## src/rtl/cpu_datapath_regs_pkg.sv

```systemverilog
// Shared definitions for the B-bus register stage: FSM encodings, default widths
// and the B-bus select codes the control unit uses with this block's outputs.
package cpu_datapath_regs_pkg;

  localparam int DATA_W_DEF = 8;
  localparam int ADDR_W_DEF = 8;

  typedef enum logic [1:0] {
    ST_IDLE    = 2'd0,
    ST_RD_WAIT = 2'd1,
    ST_WR_WAIT = 2'd2
  } mem_state_e;

  typedef enum logic [1:0] {
    BSEL_PC  = 2'b00,
    BSEL_IR  = 2'b01,
    BSEL_MDR = 2'b10,
    BSEL_R   = 2'b11
  } bsel_e;

endpackage

```

## src/rtl/cpu_datapath_regs_mem_handshake_fsm.sv

```systemverilog
// External memory request/acknowledge sequencer with timeout abort.
// Latches address/write data at start and reports done/err as one-cycle pulses.
module mem_handshake_fsm
  import cpu_datapath_regs_pkg::*;
#(
  parameter int DATA_W  = DATA_W_DEF,
  parameter int ADDR_W  = ADDR_W_DEF,
  parameter int TIMEOUT = 15
) (
  input  logic              clk,
  input  logic              reset,
  input  logic              start_rd,
  input  logic              start_wr,
  input  logic [ADDR_W-1:0] mar,
  input  logic [DATA_W-1:0] mdr,
  input  logic              mem_ack,
  output logic [ADDR_W-1:0] mem_addr,
  output logic [DATA_W-1:0] mem_wdata,
  output logic              mem_req,
  output logic              mem_we,
  output logic              busy,
  output logic              done,
  output logic              err,
  output logic              idle,
  output logic              rd_capture
);

  // Abort fires in the cycle whose count would reach TIMEOUT.
  localparam logic [7:0] CNT_LAST = 8'(TIMEOUT - 1);

  mem_state_e        state, state_nxt;
  logic [7:0]        cnt, cnt_nxt;
  logic [ADDR_W-1:0] addr_nxt;
  logic [DATA_W-1:0] wdata_nxt;
  logic              req_nxt, we_nxt, done_nxt, err_nxt;

  always_ff @(posedge clk) begin
    if (reset) begin
      state     <= ST_IDLE;
      cnt       <= '0;
      mem_addr  <= '0;
      mem_wdata <= '0;
      mem_req   <= 1'b0;
      mem_we    <= 1'b0;
      done      <= 1'b0;
      err       <= 1'b0;
    end else begin
      state     <= state_nxt;
      cnt       <= cnt_nxt;
      mem_addr  <= addr_nxt;
      mem_wdata <= wdata_nxt;
      mem_req   <= req_nxt;
      mem_we    <= we_nxt;
      done      <= done_nxt;
      err       <= err_nxt;
    end
  end

  always_comb begin
    state_nxt  = state;
    cnt_nxt    = cnt;
    addr_nxt   = mem_addr;
    wdata_nxt  = mem_wdata;
    req_nxt    = mem_req;
    we_nxt     = mem_we;
    done_nxt   = 1'b0;
    err_nxt    = 1'b0;
    rd_capture = 1'b0;
    unique case (state)
      ST_IDLE: begin
        // Read wins a simultaneous read/write start; the write is dropped.
        if (start_rd) begin
          state_nxt = ST_RD_WAIT;
          addr_nxt  = mar;
          req_nxt   = 1'b1;
          we_nxt    = 1'b0;
          cnt_nxt   = '0;
        end else if (start_wr) begin
          state_nxt = ST_WR_WAIT;
          addr_nxt  = mar;
          wdata_nxt = mdr;
          req_nxt   = 1'b1;
          we_nxt    = 1'b1;
          cnt_nxt   = '0;
        end
      end
      ST_RD_WAIT, ST_WR_WAIT: begin
        if (mem_ack) begin
          rd_capture = (state == ST_RD_WAIT);
          state_nxt  = ST_IDLE;
          req_nxt    = 1'b0;
          we_nxt     = 1'b0;
          done_nxt   = 1'b1;
        end else if (cnt == CNT_LAST) begin
          state_nxt = ST_IDLE;
          req_nxt   = 1'b0;
          we_nxt    = 1'b0;
          err_nxt   = 1'b1;
        end else begin
          cnt_nxt = cnt + 8'd1;
        end
      end
      default: begin
        state_nxt = ST_IDLE;
        req_nxt   = 1'b0;
        we_nxt    = 1'b0;
      end
    endcase
  end

  assign idle = (state == ST_IDLE);
  assign busy = ~idle;

endmodule

```

## src/rtl/cpu_datapath_regs.sv

```systemverilog
// PC/IR/MDR/R/MAR register stage feeding the B-bus mux, loaded from the C bus,
// with MDR filled and drained through the external memory handshake.
module cpu_datapath_regs
  import cpu_datapath_regs_pkg::*;
#(
  parameter int              DATA_W  = DATA_W_DEF,
  parameter int              ADDR_W  = ADDR_W_DEF,
  parameter logic [DATA_W-1:0] PC_RST = '0,
  parameter int              TIMEOUT = 15
) (
  input  logic              clk,
  input  logic              reset,
  input  logic [DATA_W-1:0] C_bus,
  input  logic              ld_pc,
  input  logic              inc_pc,
  input  logic              ld_ir,
  input  logic              ld_r,
  input  logic              ld_mar,
  input  logic              ld_mdr,
  input  logic              mem_rd,
  input  logic              mem_wr,
  output logic [DATA_W-1:0] PC,
  output logic [DATA_W-1:0] IR,
  output logic [DATA_W-1:0] MDR,
  output logic [DATA_W-1:0] R,
  output logic [ADDR_W-1:0] MAR,
  output logic [ADDR_W-1:0] mem_addr,
  output logic [DATA_W-1:0] mem_wdata,
  output logic              mem_req,
  output logic              mem_we,
  input  logic              mem_ack,
  input  logic [DATA_W-1:0] mem_rdata,
  output logic              busy,
  output logic              done,
  output logic              err
);

  logic idle, rd_capture, bus_ld_ok;

  mem_handshake_fsm #(
    .DATA_W (DATA_W),
    .ADDR_W (ADDR_W),
    .TIMEOUT(TIMEOUT)
  ) u_fsm (
    .clk       (clk),
    .reset     (reset),
    .start_rd  (mem_rd),
    .start_wr  (mem_wr),
    .mar       (MAR),
    .mdr       (MDR),
    .mem_ack   (mem_ack),
    .mem_addr  (mem_addr),
    .mem_wdata (mem_wdata),
    .mem_req   (mem_req),
    .mem_we    (mem_we),
    .busy      (busy),
    .done      (done),
    .err       (err),
    .idle      (idle),
    .rd_capture(rd_capture)
  );

  // MAR/MDR must not move under an in-flight or just-starting transaction.
  assign bus_ld_ok = idle & ~mem_rd & ~mem_wr;

  always_ff @(posedge clk) begin
    if (reset) begin
      PC  <= PC_RST;
      IR  <= '0;
      R   <= '0;
      MAR <= '0;
      MDR <= '0;
    end else begin
      if (ld_pc)       PC <= C_bus;
      else if (inc_pc) PC <= PC + DATA_W'(1);
      if (ld_ir) IR <= MDR;
      if (ld_r)  R  <= C_bus;
      if (bus_ld_ok && ld_mar) MAR <= C_bus[ADDR_W-1:0];
      if (rd_capture)                MDR <= mem_rdata;
      else if (bus_ld_ok && ld_mdr)  MDR <= C_bus;
    end
  end

endmodule

```

## config.mk

```make
export PLATFORM = sky130hd
export DESIGN_NAME = cpu_datapath_regs
export DESIGN_NICKNAME = d
export VERILOG_FILES = /design/src/rtl/cpu_datapath_regs_pkg.sv /design/src/rtl/cpu_datapath_regs_mem_handshake_fsm.sv /design/src/rtl/cpu_datapath_regs.sv
export SDC_FILE = /design/constraint.sdc
export NUM_CORES = 1
export LEC_CHECK = 0
export ABC_AREA = 1
export CAP_MARGIN = 20
export CORE_AREA = 2 2 88 90
export CTS_BUF_LIST = sky130_fd_sc_hd__clkbuf_8
export DETAILED_ROUTE_END_ITERATION = 8
export DIE_AREA = 0 0 90 92
export DONT_BUFFER_PORTS = 1
export PLACE_DENSITY = 0.53
export SLEW_MARGIN = 20
export SYNTH_ARGS = -nofsm -noshare
export SYNTH_HDL_FRONTEND = slang
export SYNTH_SLANG_ARGS = --single-unit
```

## constraint.sdc

```tcl
create_clock -name clk -period 2.7 [get_ports clk]
set_clock_uncertainty 0.2 [all_clocks]
set_input_delay 0.135 -clock clk [delete_from_list [all_inputs] [get_ports clk]]
set_output_delay 0.135 -clock clk [all_outputs]
set_load 0.01 [all_outputs]
```

After elaboration in Yosys (flattened, before gate mapping)
Index checks and enable logic that the tools add are counted.

word-level totals
  bits in registers = 70
  output and inout bits = 61
  logic and storage cells = 69

cells by class
  add/sub/neg operators = 2
  eq/ne operators = 7
  muxes and demuxes = 27
  bitwise operators = 6
  reduce and logical (&&, ||, !) cells = 14

operators with widths
  operator                                               number
  2-to-1 mux 8 bit                                       10
  adder 8 x 1 -> 8 bit, second input constant            2
  case mux 8 bit (2 select lines)                        1
  2-to-1 mux 1 bit                                       9
  == test 8 x 4 -> 1 bit, second input constant          1
  2-to-1 mux 2 bit                                       4
  nonzero test 2 bit                                     4
  inequality test 2 bit, second input constant           2
  inverter 1 bit                                         4
  case mux 1 bit (2 select lines)                        2
  case mux 2 bit (2 select lines)                        1
  AND reduction 2 bit                                    2
  AND reduction 4 bit                                    1
  OR reduction 2 bit                                     2
  inequality test 3 x 2 -> 1 bit, second input constant  1
  inequality test 3 bit, second input constant           1
  AND reduction 3 bit                                    1
  OR reduction 3 bit                                     1
  bitwise AND 1 bit                                      2
  == test 2 x 1 -> 1 bit, second input constant          1
  == test 2 bit, second input constant                   1
  logical AND 1 bit                                      2
  logical NOT 2 bit                                      1

Logic depth before layout (Yosys ltp)
Gate-level depths: netlist of the first run.

  depth in word-level cells = 6
  mapped depth = 10

Modules after synthesis
A second synthesis of the first run with hierarchy kept.

unflattened totals
  cell total of the unflattened synthesis = 413
  area, all modules = 3051.7 µm²

modules (own cells, without submodules)
  module             times used  cells an instance  area an instance (µm²)  seq. area each (µm²)
  cpu_datapath_regs  1           223                1722.9                  800.8
  mem_handshake_fsm  1           190                1328.8                  580.6

Least setup slack after synthesis of the first run
No wires, ideal clock.

  kind = register to register
  from = register u_fsm.state[1]
  to = register u_fsm.cnt[0]
  library setup time = 0.116 ns
  arrival time = 1.447 ns
  setup slack = 0.937 ns
  stages on the path, launching flop included = 9
  path buffers = 0
  cells stage by stage = dfxtp_1 -> inv_1 -> ha_1 -> nand2_1 -> inv_2 -> nor2_4 -> nand3_2 -> o21ai_0 -> nor2_1

on the way
  longest elaborated chain between the ends = 4
  elaborated cells between the ends (all ways) = 10

RTL lines
  item                                                                          RTL line                                   text
  from (decl)                                                                   cpu_datapath_regs_mem_handshake_fsm.sv:31  mem_state_e state, state_nxt;
  from (signal assigned)                                                        cpu_datapath_regs_mem_handshake_fsm.sv:48  state <= state_nxt;
  == test 2 bit / == test 2 x 1 -> 1 bit (equally long branches)                cpu_datapath_regs_mem_handshake_fsm.sv:69  unique case (state)
  OR reduction 2 bit                                                            cpu_datapath_regs_mem_handshake_fsm.sv:69
  inequality test 2 bit (no line) / nonzero test 2 bit (equally long branches)  --
  AND reduction 4 bit (no line)                                                 --
  to (signal assigned)                                                          cpu_datapath_regs_mem_handshake_fsm.sv:49  cnt <= cnt_nxt;
  to (decl)                                                                     cpu_datapath_regs_mem_handshake_fsm.sv:32  logic [7:0] cnt, cnt_nxt;

Several ways; a longest one is shown, not always the timed one.
A chain may end at the register's enable or synchronous reset.

Worst setup path after layout of the first run
  from = register u_fsm.state[1]
  to = register MDR[5]

on the way
  longest elaborated chain between the ends = 5
  elaborated cells between the ends (all ways) = 11

RTL lines
  item                             RTL line                                    text
  logical NOT 2 bit                cpu_datapath_regs_mem_handshake_fsm.sv:111  assign idle = (state == ST_IDLE);
  bitwise AND 1 bit (2 in series)  cpu_datapath_regs.sv:64                     assign bus_ld_ok = idle & ~mem_rd & ~mem_wr;
  logical AND 1 bit                cpu_datapath_regs.sv:80                     else if (bus_ld_ok && ld_mdr) MDR <= C_bus;
  nonzero test 2 bit (no line)     --
  to (signal assigned)             cpu_datapath_regs.sv:79                     if (rd_capture) MDR <= mem_rdata;
  to (signal assigned)             cpu_datapath_regs.sv:80
  to (decl)                        cpu_datapath_regs.sv:24                     output logic [DATA_W-1:0] MDR,

Several ways; a longest one is shown, not always the timed one.

==> results of run 1 <==
[critical path: cells and delay by family, from the launching register on]
family,cells,cell delay [ps]
compound gates,1,60
fa+ha+maj,1,380
buf+inv,4,910
flops,1,380
simple gates,4,420
[per-stage QoR]
step | std cells | power [mW] | cell area (um^2)
6_report | 532 | 2.63 | 3550
2_1_floorplan | 384 | 1.70 | 2890
5_1_grt | 532 | 2.80 | 3550
3_5_place_dp | 477 | 1.82 | 2980
4_1_cts | 532 | 2.64 | 3550
3_3_place_gp | 477 | 1.81 | 2980
[synthesized netlist by cell type, drive strengths merged]
cell and instances:
nand3 31, buf 5, o21bai 1, ha 6, nor4 1, nor2 69, dfxtp 69, xnor2 1
a21oi 29, nand2 59, nor3 3, inv 35, clkbuf 5, xor2 6, a31oi 9, a22oi 3
o21ai 49, nand4 3
[where the power goes]
| part | total (mW) | leakage (nW) | switching [mW] | internal, mW |
|---|---|---|---|---|
| combinational | 0.590 | 0.785 | 0.382 | 0.208 |
| sequential | 1.28 | 0.566 | 0.144 | 1.14 |
| clock | 0.758 | 0.0963 | 0.383 | 0.375 |
| total | 2.63 | 1.45 | 0.908 | 1.72 |
[repair_timing]
item / 4_1_cts / 5_1_grt
gates resized for setup: 0 / 2
setup endpoints to repair: 0 / 6
endpoints found under the hold margin: 64 / 0
hold buffers: 39 / 0
[routing by layer]
metal	GRT usage, %	vias to the layer above
li1	-	1358
met1	25.7	1211
met2	32.6	67
met3	6.00	15
met4	9.36	0
met5	0	-
[flip-flops by register name (all words and copies together), names as in the netlist]
| register | flops |
|---|---|
| IR | 8 |
| MAR | 8 |
| MDR | 8 |
| PC | 8 |
| R | 8 |
| u_fsm.cnt | 8 |
| u_fsm.done | 1 |
| u_fsm.err | 1 |
| u_fsm.mem_addr | 8 |
| u_fsm.mem_req | 1 |
| u_fsm.mem_wdata | 8 |
| u_fsm.state | 2 |
[layout by cell type, fill, tap and decap left out, types with 2 or more instances in the layout]
| cell | Yosys | layout |
|---|---|---|
| a22oi_1 | 3 | 3 |
| nand3_1 | 29 | 29 |
| clkinv_2 | 0 | 3 |
| inv_1 | 32 | 33 |
| clkbuf_8 | 0 | 11 |
| nor2_1 | 64 | 64 |
| o21ai_1 | 3 | 3 |
| nor2_4 | 3 | 3 |
| a21oi_1 | 29 | 29 |
| nand4_1 | 3 | 3 |
| a31oi_1 | 9 | 9 |
| ha_1 | 6 | 5 |
| o21ai_0 | 46 | 46 |
| dlygate4sd3_1 | 0 | 39 |
| nor2_2 | 2 | 2 |
| inv_2 | 3 | 2 |
| dfxtp_1 | 69 | 69 |
| xor2_1 | 6 | 6 |
| nand2_1 | 56 | 56 |
| nand3_2 | 2 | 2 |
| nand2_2 | 3 | 3 |
| nor3_1 | 3 | 3 |
[layout make-up]
class                   instances  area [um^2]  share of cell area (%)
well taps                     102          128                    3.59
multi-input cells             270         1340                    37.6
inverters                      35          134                    3.77
repair buffers                 40          398                    11.2
clock buffers                  11          151                    4.26
flip-flops and latches         69         1380                    38.9
clock inverters                 5         26.3                   0.739
[worst paths after layout]
path                                startpoint                end
worst max-delay path            u_fsm.state[1]             MDR[5]
worst min-delay path                    mem_wr  u_fsm.mem_addr[5]
worst max register to register  u_fsm.state[1]             MDR[5]
worst min register to register    u_fsm.cnt[4]       u_fsm.cnt[4]
[cells by family after synthesis]
| group | count (synthesis) | synth area share [%] |
|---|---|---|
| AOI/OAI and AO/OA | 91 | 16.5 |
| xor gates and xnor gates | 7 | 2.12 |
| adders and majority gates | 6 | 2.60 |
| buffers and inverters | 45 | 5.98 |
| DFF | 69 | 47.8 |
| and+or+nand+nor | 166 | 25.0 |
==> summary.txt, run 1 <==
Outcome
  – Run status: complete, no violations

Critical path
  – Crit path largest cell delay: just under 600 ps
  – Reg2reg setup slack: roughly 220 ps
  – Worst EP arrival: between 2000 and 3000 ps
  – Reg2reg path depth: 10
  – Data required time at the worst endpoint: 2730 ps
  – Worst-path cell chain: inv_1 -> ha_2 -> nand2_1 -> inv_4 -> nand2_2 -> nand2_1 -> inv_2 -> nand2_1 -> a31oi_1 -> dlygate4sd3_1
  – Critical path type: reg -> reg
  – Kind of end point of the critical path: register
  – Most frequent CP cell: nand2_1
  – Crit-path max FO: 10
  – Slowest-stage cell, CP: dlygate4sd3_1
  – Crit start category: register

Synthesis
  – Yosys warnings: 0
  – Seq cells post-synth: between 60 and 70
  – Post-synthesis sequential area ratio: roughly 48%
  – Area leader, netlist: dfxtp_1
  – Synth Instances: between 300 and 400
  – Share of the synthesized area in the top cell type: between 40% and 50%
  – Syn Area/Cell: between 7 and 8 um^2
  – Yosys cell types: 25
  – Post-Syn Area: a little under 3000 um^2
  – Syn Nets: around 420
  – Synth area leaders: dfxtp_1, nor2_1, o21ai_0

Timing
  – Setup_tns: 0 ps
  – Worst Max-Slew Pin Slew: about 800 ps
  – Final hold viol count: 0
  – Tcrit/Tclk final: approximately nine tenths
  – Relative slew slack: 46.4%
  – Hold WS: between 10 and 15 ps
  – Final min period: roughly 2500 ps
  – Setup ws final: 218 ps
  – Final setup viols: 0
  – Maximum clock rate: around 400 MHz
  – RSZ-0062 raised after global routing: no
  – Final Max Slew Viols: 0

Clocking
  – Setup bufs post-CTS: 0
  – Total clock sinks: a little under 70
  – Total CTS buffers: 9
  – Clk_lat worst skew: between 300 and 400 ps
  – Clk buf depth: 2
  – Clk root buf: clkbuf_8
  – CTS tree: built
  – Clk pin slew, worst setup/hold paths: about 80 ps
  – H-tree depth: 3

Placement
  – Placer congestion estimate: ~0.84
  – DP HPWL: roughly 5300 um
  – Port Buffers: 0
  – Place WS: roughly 730 ps

Global routing
  – Gr usage total: between 20% and 30%
  – Largest net degree at the start of global routing: 38
  – Initial antenna violation count: 0
  – Remaining global-route overflow: 0
  – Global-route wire length before repair: around 13000 um
  – Number of global-route vias before repair: between 2000 and 3000

Routing
  – Met1 wire length: 3820 um
  – DRC: 0
  – Routed wl met3: a little under 500 um
  – Met2 wire length: around 3600 um
  – DR top layer: met4
  – Post-route ant nets: 0
  – DRT Wirelength: around 8000 um
  – Pre-Repair DR Iteration Count: 4
  – Avg WL per Cell: 15.1 um
  – Initial DRC count: about 170
  – Vias per cell: roughly 5
  – DR vias: approximately 2700

Final layout
  – Fillers: between 700 and 800
  – # diodes: 0
  – # nets final: approximately 460
  – Layout cell share with drive strength beyond 1: 6.98%
  – Area Growth Syn to Fin: 23.1%
  – Finished Core Util: a little under half

Floorplanning
  – Cell Rows: 32
  – Die Wd: 90 um
  – Die height: ~90 um
  – Starting Density: approximately 39%
  – Die area: just over 8000 um^2
  – I/O pins: 88
  – CORE AREA: approximately 7400 um^2

Flow run
  – Max-cap viol count: 0

Pwr
  – Max IR drop VDD: 0.546 mV
  – PwrDens: 740 nW/um^2
  – Leak: about 1.4 nW

Min path
  – Worst hold path class: in -> reg
  – Hold path depth: 3
No activity file was read; power rests on OpenSTA's default activity.
==> inputs of run 2 (changes only) <==
==> constraint.sdc (replaced) <==
create_clock -name clk -period 2.7 [get_ports clk]
set_clock_uncertainty 0.2 [all_clocks]
set_input_delay 0.54 -clock clk [delete_from_list [all_inputs] [get_ports clk]]
set_output_delay 0.54 -clock clk [all_outputs]
set_load 0.01 [all_outputs]
==> run 2 against run 1 <==
Net effect: worst hold slack improved by 45 ps; sequential power is essentially flat; combinational power shrank 13%; first-iteration DRC count fell by 2.4%; setup slack improved by 480 ps.
==> summary.txt, run 2 (same netlist as run 1, synthesis figures left out) <==
Clocking
  – Clk_lat worst skew: 340 ps (about the same)
  – CTS tree: built
  – Setup bufs post-CTS: 0 (unchanged)
  – Clk pin slew, worst setup/hold paths: 80 ps (about the same)
  – Total CTS buffers: 9 (unchanged)
  – Clk root buf: clkbuf_8
  – Clk buf depth: 2 (unchanged)
  – H-tree depth: 3 (unchanged)
  – CTS Hold Bufs: 0 (-100%)
  – Post-CTS sizing: 0 (unchanged)
  – Total clock sinks: 69 (unchanged)

Final layout
  – Area of the multi-input gates: 1330 um^2 (-0.19%)
  – Most frequent cells in the layout: dfxtp_1, nor2_1, nand2_1
  – Area Growth Syn to Fin: 11.7%
  – # diodes: 0 (unchanged)
  – Commonest non-fill, non-tap cell in the layout: dfxtp_1
  – Finished Cell Area: 3230 um^2 (-9.2%)
  – Layout cell share with drive strength beyond 1: 7.67% (+0.70 points)
  – # nets final: 419 (-8.5%)
  – FF+latch area: 1380 um^2 (unchanged)
  – Fillers: 788 (+0.77%)
  – Non-filler instance count after layout: 493 (-7.3%)

Timing
  – Tcrit/Tclk final: 74.1% (-18 points)
  – Hold WS: 55.3 ps (+44.9 ps)
  – Setup_tns: 0 ps (unchanged)
  – Final hold viol count: 0 (unchanged)
  – Final setup viols: 0 (unchanged)
  – Maximum clock rate: 500 MHz (+24%)
  – Worst Max-Slew Pin Slew: 580 ps (-221 ps)
  – Relative slew slack: 61.2% (+15 points)
  – RSZ-0062 raised after global routing: no
  – Final Max Slew Viols: 0 (unchanged)
  – Final min period: 2000 ps (-482 ps)

Global routing
  – Remaining global-route overflow: 0 (unchanged)
  – GRT met3 Usage: 6.90% (+0.90 points)
  – Met1 Resource Use GR: 25.0% (-0.72 points)
  – Met2 usage: 28.8% (-3.9 points)
  – Initial antenna violation count: 0 (unchanged)
  – Gr usage total: 19.1% (-1.4 points)
  – Global routing's busiest layer: met2
  – Global-route wire length before repair: 12300 um (-7.1%)
  – Largest net degree at the start of global routing: 51 (+34%)
  – Number of global-route vias before repair: 2357 (-9.7%)

Critical path
  – Launching point of the worst reg2reg path: u_fsm.state[1]
  – Kind of end point of the critical path: primary output
  – Crit start category: register
  – Crit-path max FO: 5 (-5)
  – Data required time at the worst endpoint: 1960 ps (-770 ps)
  – Worst-path cell chain: inv_1 -> ha_1 -> inv_2
  – Critical path type: reg -> out
  – Worst EP arrival: 1260 ps (-1250 ps)
  – Slowest-stage cell, CP: dfxtp_1
  – Worst setup path startpoint: u_fsm.state[1]
  – Crit path max-delay family: flip-flops
  – Crit path largest cell delay: 380 ps (-210 ps)
  – Worst Path Buf+Inv: 2 (-2)

Routing
  – DRT Wirelength: 7460 um (-7.4%)
  – DRC: 0 (unchanged)
  – Initial DRC count: 164 (-2.4%)
  – DR vias: 2424 (-8.6%)
  – Avg WL per Cell: 15.1 um (about the same)
  – Post-route ant nets: 0 (unchanged)
  – Pre-Repair DR Iteration Count: 4 (unchanged)
  – Vias per cell: 4.92 (-1.3%)

Floorplanning
  – Die area: 8280 um^2 (unchanged)
  – Cell Rows: 32 (unchanged)
  – Die Wd: 90 um (unchanged)
  – I/O pins: 88 (unchanged)
  – Die height: 92 um (unchanged)
  – Starting Density: 38.8% (unchanged)
  – CORE AREA: 7450 um^2 (unchanged)

Placement
  – Post-Place Cells: 477 (unchanged)
  – DP HPWL: 5260 um (-1.7%)
  – Placer congestion estimate: 0.821 (-2.3%)
  – Post-placement cell area: 2980 um^2 (unchanged)
  – Port Buffers: 0 (unchanged)

Pwr
  – Max IR drop VDD: 0.419 mV (-23%)
  – PwrDens: 879 nW/um^2 (+19%)
  – Tot Pwr: 2.84 mW (+7.9%)
  – Leak: 1.30 nW (-11%)

Flow run
  – Max-cap viol count: 0 (unchanged)

Min path
  – Worst hold path class: in -> reg
  – Hold path start: reset

Outcome
  – Run status: complete, no violations
run 2: path summary, 6_finish.rpt:
check,to,slack [ps],cells after the start
worst max register to register,u_fsm.cnt[0],710,8
worst max-delay path,busy,700,3
worst min register to register,u_fsm.cnt[4],280,2
worst min-delay path,u_fsm.cnt[5],60,1
run 2: worst register-to-register path, stage by stage (launching register included):
cell	delay, ps
dfxtp_1	380
inv_1	110
ha_1	370
nand2_1	120
inv_2	110
nor2_4	120
nand3_2	210
o21ai_0	210
nor2_1	60
run 2: through the flow:
stage | setup slack, ps | utilization [%]
final | 701 | 43.3
after global routing | 506 | 43.3
after CTS | 678 | 43.3
after detailed placement | 721 | 40.0
after global placement | 785 | 40.0
after floorplan | 937 | -
run 2: routing by layer:
layer,part of all wire (%),vias to the layer above
met5,0,-
met4,1.6,0
met3,7.3,9
met2,44,74
met1,48,1067
li1,-,1274
run 2: area by class of cell:
type | count | area share [%]
multi-input combinational | 270 | 41.3
timing repair buffer | 1 | 0.233
clock buffer | 9 | 3.84
inverter | 35 | 4.07
clock inverter | 7 | 3.76
tap | 102 | 3.96
sequential | 69 | 42.8
run 2: power breakdown:
part | switching (mW) | leakage (nW) | internal (mW)
Combinational | 0.352 | 0.605 | 0.161
Clock | 0.423 | 0.124 | 0.620
Sequential | 0.143 | 0.566 | 1.14
Total | 0.918 | 1.30 | 1.92
==> inputs of run 3 (changes only) <==
Settings changed: PLACE_DENSITY 0.53 to 0.55.
Clock period 2.7 ns to 1.6 ns, I/O delays scaled along.
==> run 3 against run 2 <==
Net effect: the flow now finishes with violations (hold timing, setup timing); die area is the same; clock power grew 64%; global-route usage grew 1.0 points; critical path depth grew 1; first-iteration DRC count shrank 30%; sequential cell count is the same; wire length grew 14%; final cell count grew 8.3%; count of clock-buffer cells in the layout is the same; sequential share of layout area shrank 5.6 points; core utilization grew 6.7 points; setup slack lost 710 ps; critical path type unchanged; largest cell class is now multi-input gates; largest power group unchanged.
==> summary.txt, run 3 (same netlist as run 1, synthesis figures left out) <==
Min path
  – Worst hold path class: in -> reg

Timing
  – Worst Max-Slew Pin Slew: 402 ps (-178 ps)
  – Tcrit/Tclk final: 100%
  – RSZ-0062 raised after global routing: yes
  – Relative slew slack: 72.9% (+12 points)
  – Final min period: roughly 1600 ps
  – Final setup viols: 1 (+1)
  – Final Max Slew Viols: 0 (unchanged)
  – Hold WS: -164 ps (-220 ps)
  – Final hold viol count: 19 (+19)
  – Setup ws final: -7.84 ps (-708 ps)
  – Maximum clock rate: 622 MHz

Routing
  – Initial DRC count: 115 (-30%)
  – DRT Wirelength: 8490 um (+14%)
  – Avg WL per Cell: 15.9 um (+5.0%)
  – Vias per cell: 5.03 (+2.3%)
  – DRC: 0 (unchanged)
  – Post-route ant nets: 0 (unchanged)
  – Pre-Repair DR Iteration Count: 5 (+1)
  – DR vias: 2685 (+11%)

Clocking
  – Total clock sinks: 69 (unchanged)
  – H-tree depth: 3 (unchanged)
  – Clk pin slew, worst setup/hold paths: 80 ps (about the same)
  – Clk buf depth: 2 (unchanged)
  – Clk_lat worst skew: 340 ps (about the same)
  – Clk root buf: clkbuf_8
  – CTS tree: built
  – Total CTS buffers: 9 (unchanged)

Final layout
  – Most frequent cells in the layout: dfxtp_1, nor2_1, nand2_1
  – # diodes: 0 (unchanged)
  – Fillers: 757 (-3.9%)
  – Layout cell share with drive strength beyond 1: 19.4% (+12 points)
  – # nets final: 460 (+9.8%)
  – Area Growth Syn to Fin: 28.9%
  – Commonest non-fill, non-tap cell in the layout: dfxtp_1

Floorplanning
  – Cell Rows: 32 (unchanged)
  – CORE AREA: 7450 um^2 (unchanged)
  – I/O pins: 88 (unchanged)
  – Die area: 8280 um^2 (unchanged)
  – Starting Density: 38.8% (unchanged)
  – Die Wd: 90 um (unchanged)
  – Die height: 92 um (unchanged)

Global routing
  – Largest net degree at the start of global routing: 27 (-47%)
  – Gr usage total: 20.1% (+1.0 points)
  – Number of global-route vias before repair: 2527 (+7.2%)
  – Remaining global-route overflow: 0 (unchanged)
  – Initial antenna violation count: 0 (unchanged)
  – Global-route wire length before repair: 13100 um (+7.0%)

Pwr
  – Sw Pwr: 1.70 mW (+85%)
  – Leak: 1.53 nW (+18%)
  – Clock power share: 32.5% (-4.3 points)
  – Net Sw Frac: 32.4% (+0.081 points)
  – Max IR drop VDD: 0.522 mV (+24%)
  – Reg power frac: 40.9% (-4.2 points)
  – Tot Pwr: 5.25 mW (+85%)
  – PwrDens: 1410 nW/um^2 (+60%)
  – Combinational Power Share: 26.6% (+8.5 points)
  – Total internal power: 3.55 mW (+85%)

Critical path
  – Kind of end point of the critical path: primary output
  – Critical path type: reg -> out
  – Data required time at the worst endpoint: 1080 ps (-880 ps)
  – Worst-path cell chain: inv_2 -> ha_4 -> inv_4 -> buf_6
  – Crit start category: register
  – Worst EP arrival: 1090 ps (-170 ps)
  – Crit path max-delay family: flip-flops
  – Crit-path max FO: 3 (-2)
  – Slowest-stage cell, CP: dfxtp_2
  – Crit path largest cell delay: 340 ps (-40 ps)
  – Worst Path Buf+Inv: 3 (+1)

Placement
  – Place WS: -47.8 ps (-769 ps)
  – Port Buffers: 0 (unchanged)
  – DP HPWL: 5750 um (+9.3%)
  – Placer congestion estimate: 0.859 (+4.6%)

Outcome
  – Run status: finished with violations
  – Violated checks: hold timing, setup timing

Flow run
  – Max-cap viol count: 0 (unchanged)
-- run 3: worst reg2reg max path, stage by stage, from the launching register on --
cell     delay, ps
dfxtp_2        340
inv_2           60
ha_4           290
inv_1           80
buf_4          150
nor2_1         180
nand2_1         80
nand2_1         60
nand2_1         50
inv_1           40
-- run 3: final timing paths --
kind	start	endpoint	slack (ps)	depth (start not counted)
setup / recovery	u_fsm.state[1]	busy	-8	4
hold / removal	reset	MDR[0]	-160	1
setup reg to reg	u_fsm.state[1]	u_fsm.cnt[3]	30	9
hold reg to reg	u_fsm.cnt[4]	u_fsm.cnt[4]	280	2
-- run 3: power groups by stage --
| stage | clock [mW] | sequential (mW) | combinational [mW] |
|---|---|---|---|
| floorplan | 0 | 2.16 | 0.771 |
| global placement | 0 | 2.18 | 1.11 |
| detailed placement | 0 | 2.18 | 1.13 |
| CTS | 1.73 | 2.15 | 1.30 |
| global route | 1.83 | 2.17 | 1.55 |
| finish | 1.71 | 2.15 | 1.40 |
-- run 3: area by class of cell --
type | count | area [um^2] | share of cell area, %
multi-input combinational | 271 | 1440 | 38.7
sequential | 69 | 1390 | 37.2
timing repair buffer | 41 | 390 | 10.5
inverter | 35 | 139 | 3.73
tap | 102 | 128 | 3.43
clock buffer | 9 | 124 | 3.33
clock inverter | 7 | 115 | 3.09
-- run 3: routing by layer --
layer	wire, um	global-route usage, %
met1	3790	25.6
met2	3950	31.3
met3	567	7.15
met4	171	7.69
met5	0	0
-- run 3: what timing repair did --
| action | CTS | global route |
|---|---|---|
| hold buffers | 13 | 1 |
| cloned | 0 | 1 |
| pin swaps | 6 | 8 |
| endpoints found under the hold margin | 47 | 19 |
| resized for setup | 11 | 24 |
| setup buffers | 4 | 3 |
| setup endpoints to repair | 17 | 28 |
-- run 3: stage by stage --
step	instance area, um^2	TNS, ps	utilization, %	instances	hold WS [ps]
3_5_place_dp	3180	-414	42.6	496	195
3_3_place_gp	3180	-69.2	42.6	496	192
5_1_grt	3720	-781	50.0	534	-178
4_1_cts	3600	-12.4	48.4	529	-178
6_report	3720	-7.84	50.0	534	-164
2_1_floorplan	2910	0	-	384	199
